$ cat src/rtl/morph_pkg.sv
// Shared types and helpers for the 3x3 window scan controller.
package morph_pkg;

  typedef enum logic [1:0] {
    IDLE  = 2'd0,
    RUN   = 2'd1,
    FLUSH = 2'd2,
    DONE  = 2'd3
  } state_e;

  // Bit positions inside the {top, bottom, left, right} border flag vector.
  localparam int unsigned BORD_TOP   = 3;
  localparam int unsigned BORD_BOT   = 2;
  localparam int unsigned BORD_LEFT  = 1;
  localparam int unsigned BORD_RIGHT = 0;

  // Distance from the newest shifted pixel to the 3x3 window centre.
  function automatic int unsigned win_lat(input int unsigned img_w);
    return img_w + 1;
  endfunction

endpackage

$ cat src/rtl/window_scan_ctrl_if.sv
// Source, line-buffer and window-side signals of the window scan controller.
interface window_scan_ctrl_if #(
  parameter int unsigned CW = 16
);
  logic          start;
  logic          in_valid;
  logic [7:0]    in_pixel;
  logic          in_ready;
  logic          lb_en;
  logic [7:0]    lb_pixel;
  logic          win_valid;
  logic          out_ready;
  logic [CW-1:0] ctr_x;
  logic [CW-1:0] ctr_y;
  logic [3:0]    bord;
  logic          busy;
  logic          done;

  modport master (
    output start, in_valid, in_pixel, out_ready,
    input  in_ready, lb_en, lb_pixel, win_valid, ctr_x, ctr_y, bord, busy, done
  );

  modport slave (
    input  start, in_valid, in_pixel, out_ready,
    output in_ready, lb_en, lb_pixel, win_valid, ctr_x, ctr_y, bord, busy, done
  );
endinterface

$ cat src/rtl/raster_counter.sv
// Raster-order (x, y) position counter over a W x H frame with wrap at the last pixel.
module raster_counter #(
  parameter int unsigned W  = 4,
  parameter int unsigned H  = 4,
  parameter int unsigned CW = 16
) (
  input  logic          clk,
  input  logic          rst_n,
  input  logic          clr,
  input  logic          inc,
  output logic [CW-1:0] x,
  output logic [CW-1:0] y,
  output logic          last
);

  localparam logic [CW-1:0] X_MAX = CW'(W - 1);
  localparam logic [CW-1:0] Y_MAX = CW'(H - 1);

  logic [CW-1:0] x_q, x_d;
  logic [CW-1:0] y_q, y_d;
  logic          x_end, y_end;

  assign x_end = (x_q == X_MAX);
  assign y_end = (y_q == Y_MAX);

  always_comb begin
    x_d = x_q;
    y_d = y_q;
    if (clr) begin
      x_d = '0;
      y_d = '0;
    end else if (inc) begin
      if (x_end) begin
        x_d = '0;
        y_d = y_end ? '0 : y_q + CW'(1);
      end else begin
        x_d = x_q + CW'(1);
      end
    end
  end

  always_ff @(posedge clk) begin
    if (!rst_n) begin
      x_q <= '0;
      y_q <= '0;
    end else begin
      x_q <= x_d;
      y_q <= y_d;
    end
  end

  assign x    = x_q;
  assign y    = y_q;
  assign last = x_end & y_end;

endmodule

$ cat src/rtl/window_scan_ctrl.sv
// Frame sequencer for the 3x3 line-buffer window stage: feeds pixels, pads the
// frame tail with zeros and tags each window with centre coordinates and borders.
module window_scan_ctrl
  import morph_pkg::*;
#(
  parameter int unsigned IMG_W = 256,
  parameter int unsigned IMG_H = 256,
  parameter int unsigned CW    = 16
) (
  input  logic              clk,
  input  logic              rst_n,
  window_scan_ctrl_if.slave bus
);

  localparam int unsigned N   = IMG_W * IMG_H;
  localparam int unsigned LAT = win_lat(IMG_W);
  localparam int unsigned SW  = $clog2(N + LAT + 1);
  localparam int unsigned PW  = $clog2(LAT + 1);

  localparam logic [SW-1:0] S_FIRST  = SW'(LAT + 1);
  localparam logic [SW-1:0] S_LAST   = SW'(N + LAT);
  localparam logic [PW-1:0] PAD_LAST = PW'(LAT - 1);

  state_e        state_q, state_d;
  logic          win_valid_q, win_valid_d;
  logic          done_q, done_d;
  logic [SW-1:0] shift_q, shift_d;
  logic [PW-1:0] pad_q, pad_d;

  logic          adv, accept, shift, consume, frame_go;
  logic [SW-1:0] shift_nxt;
  logic          in_last, ctr_last;
  logic [CW-1:0] in_x, in_y, ctr_x, ctr_y;

  // Handshake decode; a stalled window freezes the whole pipeline.
  always_comb begin
    adv          = bus.out_ready | ~win_valid_q;
    bus.in_ready = 1'b0;
    bus.lb_en    = 1'b0;
    bus.lb_pixel = '0;
    unique case (state_q)
      RUN: begin
        bus.in_ready = adv;
        bus.lb_en    = bus.in_valid & adv;
        bus.lb_pixel = bus.in_pixel;
      end
      FLUSH:   bus.lb_en = adv;
      default: ;
    endcase
  end

  assign accept    = bus.in_valid & bus.in_ready;
  assign shift     = bus.lb_en;
  assign consume   = win_valid_q & bus.out_ready;
  assign frame_go  = (state_q == IDLE) & bus.start;
  assign shift_nxt = shift_q + SW'(1);

  always_comb begin
    state_d     = state_q;
    win_valid_d = win_valid_q;
    done_d      = 1'b0;
    shift_d     = shift_q;
    pad_d       = pad_q;

    if (consume) win_valid_d = 1'b0;
    // A shift only yields a window once the centre has entered the frame.
    if (shift) begin
      shift_d = shift_nxt;
      if ((shift_nxt >= S_FIRST) && (shift_nxt <= S_LAST)) win_valid_d = 1'b1;
    end

    unique case (state_q)
      IDLE: begin
        if (bus.start) begin
          state_d     = RUN;
          shift_d     = '0;
          pad_d       = '0;
          win_valid_d = 1'b0;
        end
      end
      RUN: begin
        if (accept && in_last) state_d = FLUSH;
      end
      FLUSH: begin
        if (shift) begin
          pad_d = pad_q + PW'(1);
          if (pad_q == PAD_LAST) state_d = DONE;
        end
      end
      DONE: begin
        if (consume && ctr_last) begin
          state_d = IDLE;
          done_d  = 1'b1;
        end
      end
      default: state_d = IDLE;
    endcase
  end

  always_ff @(posedge clk) begin
    if (!rst_n) begin
      state_q     <= IDLE;
      win_valid_q <= 1'b0;
      done_q      <= 1'b0;
      shift_q     <= '0;
      pad_q       <= '0;
    end else begin
      state_q     <= state_d;
      win_valid_q <= win_valid_d;
      done_q      <= done_d;
      shift_q     <= shift_d;
      pad_q       <= pad_d;
    end
  end

  raster_counter #(.W(IMG_W), .H(IMG_H), .CW(CW)) u_in_pos (
    .clk   (clk),
    .rst_n (rst_n),
    .clr   (frame_go),
    .inc   (accept),
    .x     (in_x),
    .y     (in_y),
    .last  (in_last)
  );

  raster_counter #(.W(IMG_W), .H(IMG_H), .CW(CW)) u_ctr_pos (
    .clk   (clk),
    .rst_n (rst_n),
    .clr   (frame_go),
    .inc   (consume),
    .x     (ctr_x),
    .y     (ctr_y),
    .last  (ctr_last)
  );

  // Only the end-of-frame flag of the input position drives control.
  logic unused_in_pos;
  assign unused_in_pos = ^{in_x, in_y};

  always_comb begin
    bus.bord             = '0;
    bus.bord[BORD_TOP]   = (ctr_y == '0);
    bus.bord[BORD_BOT]   = (ctr_y == CW'(IMG_H - 1));
    bus.bord[BORD_LEFT]  = (ctr_x == '0);
    bus.bord[BORD_RIGHT] = (ctr_x == CW'(IMG_W - 1));
  end

  assign bus.ctr_x     = ctr_x;
  assign bus.ctr_y     = ctr_y;
  assign bus.win_valid = win_valid_q;
  assign bus.done      = done_q;
  assign bus.busy      = (state_q != IDLE);

endmodule

$ cat src/flat_wrapper.sv
// flat-port wrapper written by rule: the top's interface ports become plain ports
module window_scan_ctrl_flat import morph_pkg::*;
#(
  parameter int unsigned IMG_W = 256,
  parameter int unsigned IMG_H = 256,
  parameter int unsigned CW    = 16
)
  (clk, rst_n, bus_start, bus_in_valid, bus_in_pixel, bus_out_ready, bus_in_ready, bus_lb_en, bus_lb_pixel, bus_win_valid, bus_ctr_x, bus_ctr_y, bus_bord, bus_busy, bus_done);
  window_scan_ctrl_if #(.CW(CW)) bus_i ();
  input  logic clk;
  input  logic rst_n;
  input wire logic [$bits(bus_i.start)-1:0] bus_start;
  input wire logic [$bits(bus_i.in_valid)-1:0] bus_in_valid;
  input wire logic [$bits(bus_i.in_pixel)-1:0] bus_in_pixel;
  input wire logic [$bits(bus_i.out_ready)-1:0] bus_out_ready;
  output wire logic [$bits(bus_i.in_ready)-1:0] bus_in_ready;
  output wire logic [$bits(bus_i.lb_en)-1:0] bus_lb_en;
  output wire logic [$bits(bus_i.lb_pixel)-1:0] bus_lb_pixel;
  output wire logic [$bits(bus_i.win_valid)-1:0] bus_win_valid;
  output wire logic [$bits(bus_i.ctr_x)-1:0] bus_ctr_x;
  output wire logic [$bits(bus_i.ctr_y)-1:0] bus_ctr_y;
  output wire logic [$bits(bus_i.bord)-1:0] bus_bord;
  output wire logic [$bits(bus_i.busy)-1:0] bus_busy;
  output wire logic [$bits(bus_i.done)-1:0] bus_done;
  assign bus_i.start = bus_start;
  assign bus_i.in_valid = bus_in_valid;
  assign bus_i.in_pixel = bus_in_pixel;
  assign bus_i.out_ready = bus_out_ready;
  assign bus_in_ready = bus_i.in_ready;
  assign bus_lb_en = bus_i.lb_en;
  assign bus_lb_pixel = bus_i.lb_pixel;
  assign bus_win_valid = bus_i.win_valid;
  assign bus_ctr_x = bus_i.ctr_x;
  assign bus_ctr_y = bus_i.ctr_y;
  assign bus_bord = bus_i.bord;
  assign bus_busy = bus_i.busy;
  assign bus_done = bus_i.done;
  window_scan_ctrl #(.IMG_W(IMG_W), .IMG_H(IMG_H), .CW(CW)) u_core (.clk(clk), .rst_n(rst_n), .bus(bus_i));
endmodule
$ cat config.mk
export PLATFORM = sky130hd
export DESIGN_NAME = window_scan_ctrl_flat
export DESIGN_NICKNAME = d
export VERILOG_FILES = /design/src/rtl/morph_pkg.sv /design/src/rtl/window_scan_ctrl_if.sv /design/src/rtl/raster_counter.sv /design/src/rtl/window_scan_ctrl.sv /design/src/flat_wrapper.sv
export SDC_FILE = /design/constraint.sdc
export NUM_CORES = 1
export LEC_CHECK = 0
export CELL_PAD_IN_SITES_DETAIL_PLACEMENT = 1
export CELL_PAD_IN_SITES_GLOBAL_PLACEMENT = 1
export CORE_ASPECT_RATIO = 1.5
export CORE_MARGIN = 8
export CORE_UTILIZATION = 37
export DETAILED_ROUTE_END_ITERATION = 10
export PLACE_DENSITY_LB_ADDON = 0.1
export SLEW_MARGIN = 15
export SYNTH_ARGS = -nofsm -noshare
export SYNTH_HDL_FRONTEND = slang
export SYNTH_SLANG_ARGS = --single-unit
$ cat constraint.sdc
create_clock -name clk -period 2.1 [get_ports clk]
set_input_delay 0.315 -clock clk [delete_from_list [all_inputs] [get_ports clk]]
set_output_delay 0.315 -clock clk [all_outputs]
set_load 0.005 [all_outputs]
==> results.md <==
* Crit share post-route at 0.988
* # diodes at 0
* Post-Syn Area per Cell at 8.25 um2
* Final net count at 775
* Height of the die at roughly 160 um
* RD Place Congestion at about 0.8
* Global-route wire length before repair at ~25000 um
* Clock Root Buffer: clkbuf_16
* Dpl ws at -0.504 ns
* Vias at between 4000 and 5000
* I/O pin count at 62
* Ys async rst share at 0
* CP Max Fanout at 5
* Antenna violations before repair at 0
* Worst-Skew Late Latency at approximately 0.34 ns
* Largest net degree at the start of global routing at 19
* P&R area growth vs syn at 45.7%
* Worst-path clk slew at ~0.07 ns
* Synthesized net count at about 600
* DIE AREA at ~17000 um2
* Synth warn at 0
* Crit end category: register
* WP data arrival at around 2.3 ns
* PD cells at 652 nW/um2
* WL final at around 15000 um
* FP Rows at 51
* Global-route usage over all layers at 0.177
* Hold wc startpoint: u_core.u_ctr_pos.x[0]$_SDFFE_PP0P_
* RSZ-0062 raised after global routing: true
* Post-Syn Instances at slightly below 600
* Drt first pass iters at 6
* Average via count per standard cell at just over 5
* Class of the worst hold path: reg -> reg
* Slew headroom at 0.643
* Total CTS buffers at 9
* Core ar. at between 10000 and 15000 um2
* Finished Core Util at 0.546
* Top cell type by total area after synthesis: dfxtp_1
* Buffers on Ports at 61
* Post-DRT Antenna Nets at 0
* Cell depth of the worst flop-to-flop path at 8
* Worst Setup Start Kind: register
* Maximum VDD drop at slightly below 0.0005 V
* Layer with the highest usage: met2
* Largest cells by area after synthesis: dfxtp_1 39%, xor2_1 8.5%, nor2_1 8.2%
* Worst hold margin at approximately 0.52 ns
* DP Wirelength at 11200 um
* Reg2reg setup slack at between 0.02 and 0.03 ns
* # clock sinks at 94
* Ys flop type: dfxtp_1
* Yosys top cell area share at 0.390
* Max cap viols at 0
* Met3 Usage GRT at 0.0244
* Synth unique cells at 52
* Vias in the first global route at 5198
* Worst Skew at between 0.007 and 0.008 ns
* Req. time, crit path at 2.33 ns
* Drt drc at 0
* Hold EP: u_core.u_ctr_pos.x[0]$_SDFFE_PP0P_
* Depth of the worst hold-timing path at 2
* Starting Density at 0.374
* R2R Path End: u_core.u_in_pos.y[10]$_SDFFE_PP0P_
* Leak at roughly 0.0028 uW
* Status: complete, no violations
* Least-Margin Pin Slew at between 0.5 and 0.6 ns
* Worst setup margin at around 0.026 ns
* Proportion of layout cells with a drive suffix above 1 at 0.258
* Setup tns final at 0 ns
* Final hold vios at 0
* WL/cell at between 15 and 20 um
* Grt total ovfl at 0
* Clock Path Buffers at 2
* Fin crit period at ~2.1 ns
* Final Slew Violations at 0
* Yosys reg bits at 94
* Seq/Total Area, Yosys at 0.390
* Worst reg2reg path startpoint: u_core.u_in_pos.x[1]$_SDFFE_PP0P_
* Cell Area, Synth at between 4000 and 5000 um2
* Commonest cells post-synth: 106 x nor2_1, 94 x dfxtp_1, 50 x nand2_1
* Initial drt markers at between 100 and 150
* Post-synth EDFFs at 0
* M1 GR Usage at 0.175
* CTS tree: built
* Worst setup path category: reg -> reg
* GR Layer Usage met2 at 0.355
* H-tree levels at 3
* Top-count cell post-synth: nor2_1
* Die W at around 110 um
* Final setup viols at 0
* Fmax at 0.482 GHz
kinds of logic (layout without fill, tap and decap cells):
kind of cell               after synthesis  after routing  share of synthesized area
AOI/OAI and AO/OA                       39             39                     0.0516
buffers and inverters                   43            210                     0.0379
DFF                                     94             94                      0.390
and+or+nand+nor                        308            308                      0.324
adders and majority gates               15             15                     0.0389
xor gates and xnor gates                81             81                      0.147
muxes                                    5              5                     0.0104
where the power goes:
group | total, uW | switching (uW) | leakage, uW | internal, uW
logic | 1010 | 527 | 0.00186 | 485
clock network | 1730 | 751 | 0.000156 | 978
registers | 1840 | 31.1 | 0.000766 | 1810
total | 4580 | 1310 | 0.00278 | 3270
per-stage QoR:
| step | power [uW] | instances | area [um2] |
|---|---|---|---|
| after floorplan | 2280 | 585 | 4860 |
| after global placement | 2740 | 877 | 6300 |
| after detailed placement | 2770 | 877 | 6300 |
| after CTS | 4560 | 907 | 6810 |
| after global routing | 4810 | 911 | 7030 |
| final | 4580 | 911 | 7030 |
metal layers:
layer  routed length, um  part of all wire
met2                8480              0.57
met5                   0                 0
met4                 260             0.017
met1                5690              0.38
met3                 468             0.031
how the worst max path moves through the flow:
| stage | from | to | cells past startpoint |
|---|---|---|---|
| floorplan | u_core.u_in_pos.x[1]$_SDFFE_PP0P_ | u_core.state_q[0]$_SDFFE_PN0P_ | 8 |
| global placement | bus_out_ready | u_core.state_q[0]$_SDFFE_PN0P_ | 7 |
| detailed placement | bus_out_ready | u_core.state_q[0]$_SDFFE_PN0P_ | 7 |
| CTS | u_core.state_q[1]$_SDFFE_PN0P_ | u_core.u_in_pos.x[12]$_SDFFE_PP0P_ | 8 |
| global route | u_core.u_ctr_pos.y[11]$_SDFFE_PP0P_ | u_core.state_q[0]$_SDFFE_PN0P_ | 8 |
| finish | u_core.u_in_pos.x[1]$_SDFFE_PP0P_ | u_core.u_in_pos.y[10]$_SDFFE_PP0P_ | 8 |
worst max-delay path, cell delays in order, from the launching register on:
cell     delay (ns)
dfxtp_2        0.35
ha_4           0.16
nand3_4        0.07
or4_4          0.59
nor3_4         0.20
buf_4          0.18
and4_2         0.24
xnor2_1        0.12
nor2_1         0.05
registers in the layout, indices dropped and copies added, names as in the netlist:
| register | count |
|---|---|
| u_core.bus.done | 1 |
| u_core.u_in_pos.x | 16 |
| u_core.u_ctr_pos.x | 16 |
| u_core.u_ctr_pos.y | 16 |
| u_core.pad_q | 9 |
| u_core.u_in_pos.y | 16 |
| u_core.bus.win_valid | 1 |
| u_core.shift_q | 17 |
| u_core.state_q | 2 |
layout by cell type, fill, tap and decap left out, types with 3 or more instances in the layout:
cell type        synthesis  layout
nand4_1                 21      21
o211ai_1                 3       3
ha_4                     0       4
buf_12                   0       3
a31oi_1                  3       3
nor4_2                   0       3
dlymetal6s2s_1           0       8
and2_1                  14      12
o21ai_0                 11       9
nand3_1                 40      36
buf_4                    2     106
and3_1                  11      10
dlygate4sd2_1            0       6
nor2_1                 106     104
mux2i_1                  5       5
dfxtp_2                  0      14
xor2_1                  47      47
clkdlybuf4s50_1          0      46
a22oi_1                  3       3
a21oi_1                  9       8
and4_1                   6       6
nor4_4                   2       4
nand3_2                  0       3
nor3_1                  16      11
ha_1                    15      10
nor4_1                  12       7
dfxtp_1                 94      78
nand2_1                 50      49
nor3b_1                  5       5
nor3_2                   0       4
xnor2_1                 34      33
or3_1                    3       3
inv_1                   23      20
clkbuf_16                0       9
area by class of cell:
class / instances / area, um2
clock buffers: 10 / 239
multi-input cells: 448 / 3030
flip-flops and latches: 94 / 1910
well taps: 159 / 199
clock inverters: 6 / 76.3
inverters: 23 / 88.8
fillers: 1528 / 5860
repair buffers: 171 / 1490
repair_timing:
action | 4_1_cts | 5_1_grt
hold endpoints to repair | 0 | 0
resized for setup | 34 | 47
hold buffers | 0 | 0
endpoints found under the setup margin | 23 | 44
buffers inserted | 14 | 3
pin swaps | 19 | 11
cloned | 0 | 1
Note: power is estimated with default switching activity, not from simulation.
==> variant 1 (same settings) <==
`CW` is set to 16 in 4 places; all go to 17.
--- a/src/rtl/window_scan_ctrl_if.sv
+++ b/src/rtl/window_scan_ctrl_if.sv
@@ -1,5 +1,5 @@
 // Source, line-buffer and window-side signals of the window scan controller.
 interface window_scan_ctrl_if #(
-  parameter int unsigned CW = 16
+  parameter int unsigned CW = 17
 );
   logic          start;
--- a/src/rtl/raster_counter.sv
+++ b/src/rtl/raster_counter.sv
@@ -3,5 +3,5 @@
   parameter int unsigned W  = 4,
   parameter int unsigned H  = 4,
-  parameter int unsigned CW = 16
+  parameter int unsigned CW = 17
 ) (
   input  logic          clk,
--- a/src/rtl/window_scan_ctrl.sv
+++ b/src/rtl/window_scan_ctrl.sv
@@ -6,5 +6,5 @@
   parameter int unsigned IMG_W = 256,
   parameter int unsigned IMG_H = 256,
-  parameter int unsigned CW    = 16
+  parameter int unsigned CW    = 17
 ) (
   input  logic              clk,
--- a/src/flat_wrapper.sv
+++ b/src/flat_wrapper.sv
@@ -4,5 +4,5 @@
   parameter int unsigned IMG_W = 256,
   parameter int unsigned IMG_H = 256,
-  parameter int unsigned CW    = 16
+  parameter int unsigned CW    = 17
 )
   (clk, rst_n, bus_start, bus_in_valid, bus_in_pixel, bus_out_ready, bus_in_ready, bus_lb_en, bus_lb_pixel, bus_win_valid, bus_ctr_x, bus_ctr_y, bus_bord, bus_busy, bus_done);
Interface: changed (resized bus_ctr_x and bus_ctr_y); port bits go from 62 to 64. No check against the original RTL was run, so the function may have changed too.
==> variant 1 against the original RTL <==
The run now ends with setup timing left; setup slack got worse by 290 ps; power increased by 4.8%; cell count rose by 0.77%; synthesized area up 3.7%; die area up 3.2%; final area up 2.2%; routed wire length rose by 2.6%; first-iteration DRC count decreased by 39%; global-route usage fell by 0.62 points; synthesized cell count grew 3.1%; fmax shrank 12%; sequential cell count increased by 4; count of clock-buffer cells in the layout fell by 1; critical endpoint is now u_core.state_q[1].
==> variant 1: results (changes against the original RTL) <==
Placement
  • Placed Area: 6455 µm² (+2.4%)
  • Hpwl dp: 11,530 µm (+3.1%)

Timing
  • Fin Setup TNS: -2361 ps (-2361 ps)
  • Final setup viols: 32 (+32)
  • Final WS setup: -266.1 ps (-292.2 ps)
  • Hold_ws: 511.0 ps (-8.455 ps)

Global routing
  • Vias in the first global route: 5,254 (+1.1%)
  • Met1 global-route usage: 15.96% (-1.5 points)
  • Total GRT Usage: 17.05% (-0.62 points)
  • Met2 GRT Util: 34.77% (-0.72 points)
  • First-pass GRT wire length: 24,810 µm (+1.2%)

Logic synthesis
  • Avg Inst Size Synth: 8.296 µm² (+0.59%)
  • Syn nets: 631 (+2.9%)
  • Sequential fraction of the synthesis area: 39.22% (+0.22 points)

Outcome
  • Failing checks: setup timing
  • Status: complete, but fails checks

Finish
  • Share of cells above drive strength 1: 23.28% (-2.5 points)
  • Fillers: 1,580 (+3.4%)
  • Final net count: 779 (+0.52%)

Worst setup path
  • Critical path arrival: 2630 ps (+320 ps)
  • Reg-to-reg startpoint: u_core.u_in_pos.y[12]
  • Reg2Reg Depth: 6 (-2)

Detailed routing
  • Post-DR vias/cell: 5.223 (+1.7%)
  • Drt first pass iters: 4 (-2)
  • Iter 0 DRT Violations: 82 (-39%)

Min path
  • Min-delay src: u_core.state_q[0]
  • Hold endpoint: u_core.state_q[0]

Pwr
  • Leak: 2.680 nW (-3.5%)
  • Maximum vdd drop: 0.0003905 V (-19%)
## variant 1: cells by family after synthesis
| family | count (synthesis) | synth area share, % |
|---|---|---|
| AND/OR/NAND/NOR | 323 | 32.84 |
| flip-flops | 98 | 39.22 |
| XOR/XNOR | 87 | 15.23 |
| buffers and inverters | 44 | 3.502 |
| AO/OA/AOI/OAI | 30 | 4.252 |
| adder cells (fa/ha/maj) | 15 | 3.752 |
| multiplexers | 6 | 1.201 |
## variant 1: cell type report
cell class | count | area [µm²] | share of cell area, %
sequential | 98 | 1971 | 27.42
clock inverter | 7 | 101.3 | 1.410
clock buffer | 9 | 225.2 | 3.134
multi-input combinational | 461 | 3188 | 44.37
timing repair buffer | 157 | 1408 | 19.59
tap | 162 | 202.7 | 2.821
inverter | 24 | 90.09 | 1.254
## variant 1: timing repair
| item | CTS | global route |
|---|---|---|
| setup endpoints to repair | 50 | 51 |
| pin swaps | 5 | 22 |
| gates resized for setup | 38 | 61 |
| hold buffers | 0 | 0 |
| setup buffers | 5 | 5 |
| gates cloned | 0 | 1 |
## variant 1: stage by stage
step / worst slack [ps] / instances
after CTS: -215.7 / 914
after floorplan: -62.07 / 603
after detailed placement: -241.9 / 893
after global routing: -330.9 / 918
final: -266.1 / 918
after global placement: -201.3 / 893
## variant 1: metal layers
| layer | up-vias | wire [µm] |
|---|---|---|
| met5 | - | 0 |
| met4 | 0 | 300 |
| met3 | 24 | 612 |
| met2 | 79 | 8734 |
| met1 | 2353 | 5628 |
| li1 | 2339 | - |
## variant 1: power by group
| group | total (mW) | internal (mW) | switching [mW] |
|---|---|---|---|
| sequential | 1.92 | 1.89 | 0.0330 |
| combinational | 1.06 | 0.493 | 0.564 |
| clock | 1.82 | 1.06 | 0.767 |
## variant 1: worst max-delay path by stage
stage | startpoint | endpoint
global route | u_core.u_in_pos.y[12] | u_core.state_q[1]
CTS | u_core.u_in_pos.y[12] | u_core.state_q[1]
finish | u_core.u_in_pos.y[12] | u_core.state_q[1]
detailed placement | u_core.u_ctr_pos.y[11] | u_core.state_q[1]
global placement | bus_out_ready | u_core.u_in_pos.x[11]
floorplan | u_core.u_in_pos.y[12] | u_core.state_q[0]
## variant 1: tightest hold or removal path, delay by kind of cell, from the launching register on
family	cells	cell delay [ps]
AND/OR/NAND/NOR	1	60
flip-flops	1	350
multiplexers	1	50
==> variant 2 (same flow settings) <==
Made on the original files. `x_q` no longer has a reset.
--- a/src/rtl/raster_counter.sv
+++ b/src/rtl/raster_counter.sv
@@ -42,10 +42,12 @@
   always_ff @(posedge clk) begin
     if (!rst_n) begin
-      x_q <= '0;
       y_q <= '0;
     end else begin
-      x_q <= x_d;
       y_q <= y_d;
     end
+  end
+
+  always_ff @(posedge clk) begin
+    x_q <= x_d;
   end
 
Function: same outputs for any inputs over 10 cycles, from zero or initial values and one cycle with rst_n low; that may be too few to reach the edited logic, so the function may still have changed.
==> variant 2 against the original RTL <==
The run now ends with setup timing left; routed wire length decreased by 2.9%; largest cell class unchanged; power increased by 1.8%; setup slack got worse by 350 ps; largest power group unchanged; cell count decreased by 0.88%; synthesized area decreased by 1.2%; critical path depth decreased by 1; sequential cell count unchanged; final area decreased by 1.0%.
==> variant 2: results (changes against the original RTL) <==
Worst setup path
  • CP Max Fanout: 2 (-3)

Global routing
  • Routing usage on met3: 3.768% (+1.3 points)
  • Met2 GRT Util: 34.25% (-1.2 points)
  • Met1 global-route usage: 17.36% (-0.11 points)
  • Vias in the first global route: 5,233 (+0.67%)
  • Total GRT Usage: 17.82% (+0.15 points)
  • Largest net degree at the start of global routing: 21 (+2)

Timing
  • Layout Skew: 8.807 ps (+1.289 ps)
  • Final WS setup: -328.7 ps (-354.8 ps)
  • Final setup viols: 19 (+19)

Placement
  • Placed Area: 6312 µm² (+0.14%)
  • Final GP Congestion: 0.7796 (-2.2%)
  • Placed cell count: 876 (-0.11%)
  • Hpwl dp: 10,970 µm (-2.0%)

Detailed routing
  • DR WL met2: 7960 µm (-6.1%)
  • Iter 0 DRT Violations: 103 (-24%)
  • WL met1: 5426 µm (-4.6%)
  • Total wire length: 14,470 µm (-2.9%)
  • DR vias: 4,670 (-0.15%)
  • Routed met3 length: 729 µm (+56%)

Outcome
  • Status: complete, but fails checks
  • Failing checks: setup timing

Finish
  • Fillers: 1,516 (-0.79%)
  • Final net count: 767 (-1.0%)
  • Share of cells above drive strength 1: 24.06% (-1.7 points)

Pwr
  • Maximum vdd drop: 0.0003705 V (-23%)
  • Net Sw Frac: 28.32% (-0.25 points)
  • Leak: 2.725 nW (-1.9%)

Logic synthesis
  • Syn nets: 610 (-0.49%)
  • Sequential fraction of the synthesis area: 39.49% (+0.48 points)
  • Post-synth cell types: 51 (-1.9%)
  • Compound-Gate Fraction of Synth Area: 4.936% (-0.23 points)
  • Post-synth top cells: nor2_1, dfxtp_1, nand2_1, xor2_1, xnor2_1
==> variant 2: worst register-to-register path: cells and delay by family, from the launching register on <==
| family | cells | cell delay [ps] |
|---|---|---|
| adder cells (fa/ha/maj) | 1 | 150 |
| flip-flops | 1 | 360 |
| AND/OR/NAND/NOR | 4 | 1290 |
| AO/OA/AOI/OAI | 1 | 310 |
| multiplexers | 1 | 230 |
==> variant 2: metrics by stage <==
step	utilization (%)	TNS, ps
detailed placement	49.46	-23770
finish	54.55	-3160
CTS	53.33	-4471
global route	54.55	-4530
floorplan	-	-6372
global placement	49.46	-20650
==> variant 2: worst paths after layout <==
| check | start | endpoint | slack, ps | cells after the start |
|---|---|---|---|---|
| max | u_core.u_ctr_pos.x[1] | u_core.state_q[1] | -330 | 7 |
| min | u_core.state_q[0] | u_core.state_q[0] | 520 | 2 |
| max reg2reg | u_core.u_ctr_pos.x[1] | u_core.state_q[1] | -330 | 7 |
| min reg2reg | u_core.state_q[0] | u_core.state_q[0] | 520 | 2 |
==> variant 2: repair_timing <==
| action | in CTS | in global routing |
|---|---|---|
| setup buffers | 9 | 2 |
| gates resized for setup | 26 | 30 |
| setup endpoints to repair | 35 | 64 |
| pin swaps | 12 | 12 |
==> variant 2: cell type report <==
type                    count  area share, %
clock buffers              10          3.595
clock inverters             6         0.9346
inverters                  18         0.9705
multi-input cells         450          43.26
flip-flops and latches     94          27.25
well taps                 159          2.858
repair buffers            166          21.14
==> variant 2: power groups by stage <==
stage	clock network, mW	logic [mW]	registers [mW]
finish	1.72	1.10	1.85
floorplan	0	0.487	1.87
detailed placement	0	1.03	1.88
global placement	0	1.00	1.87
global route	1.86	1.21	1.85
CTS	1.78	1.09	1.84
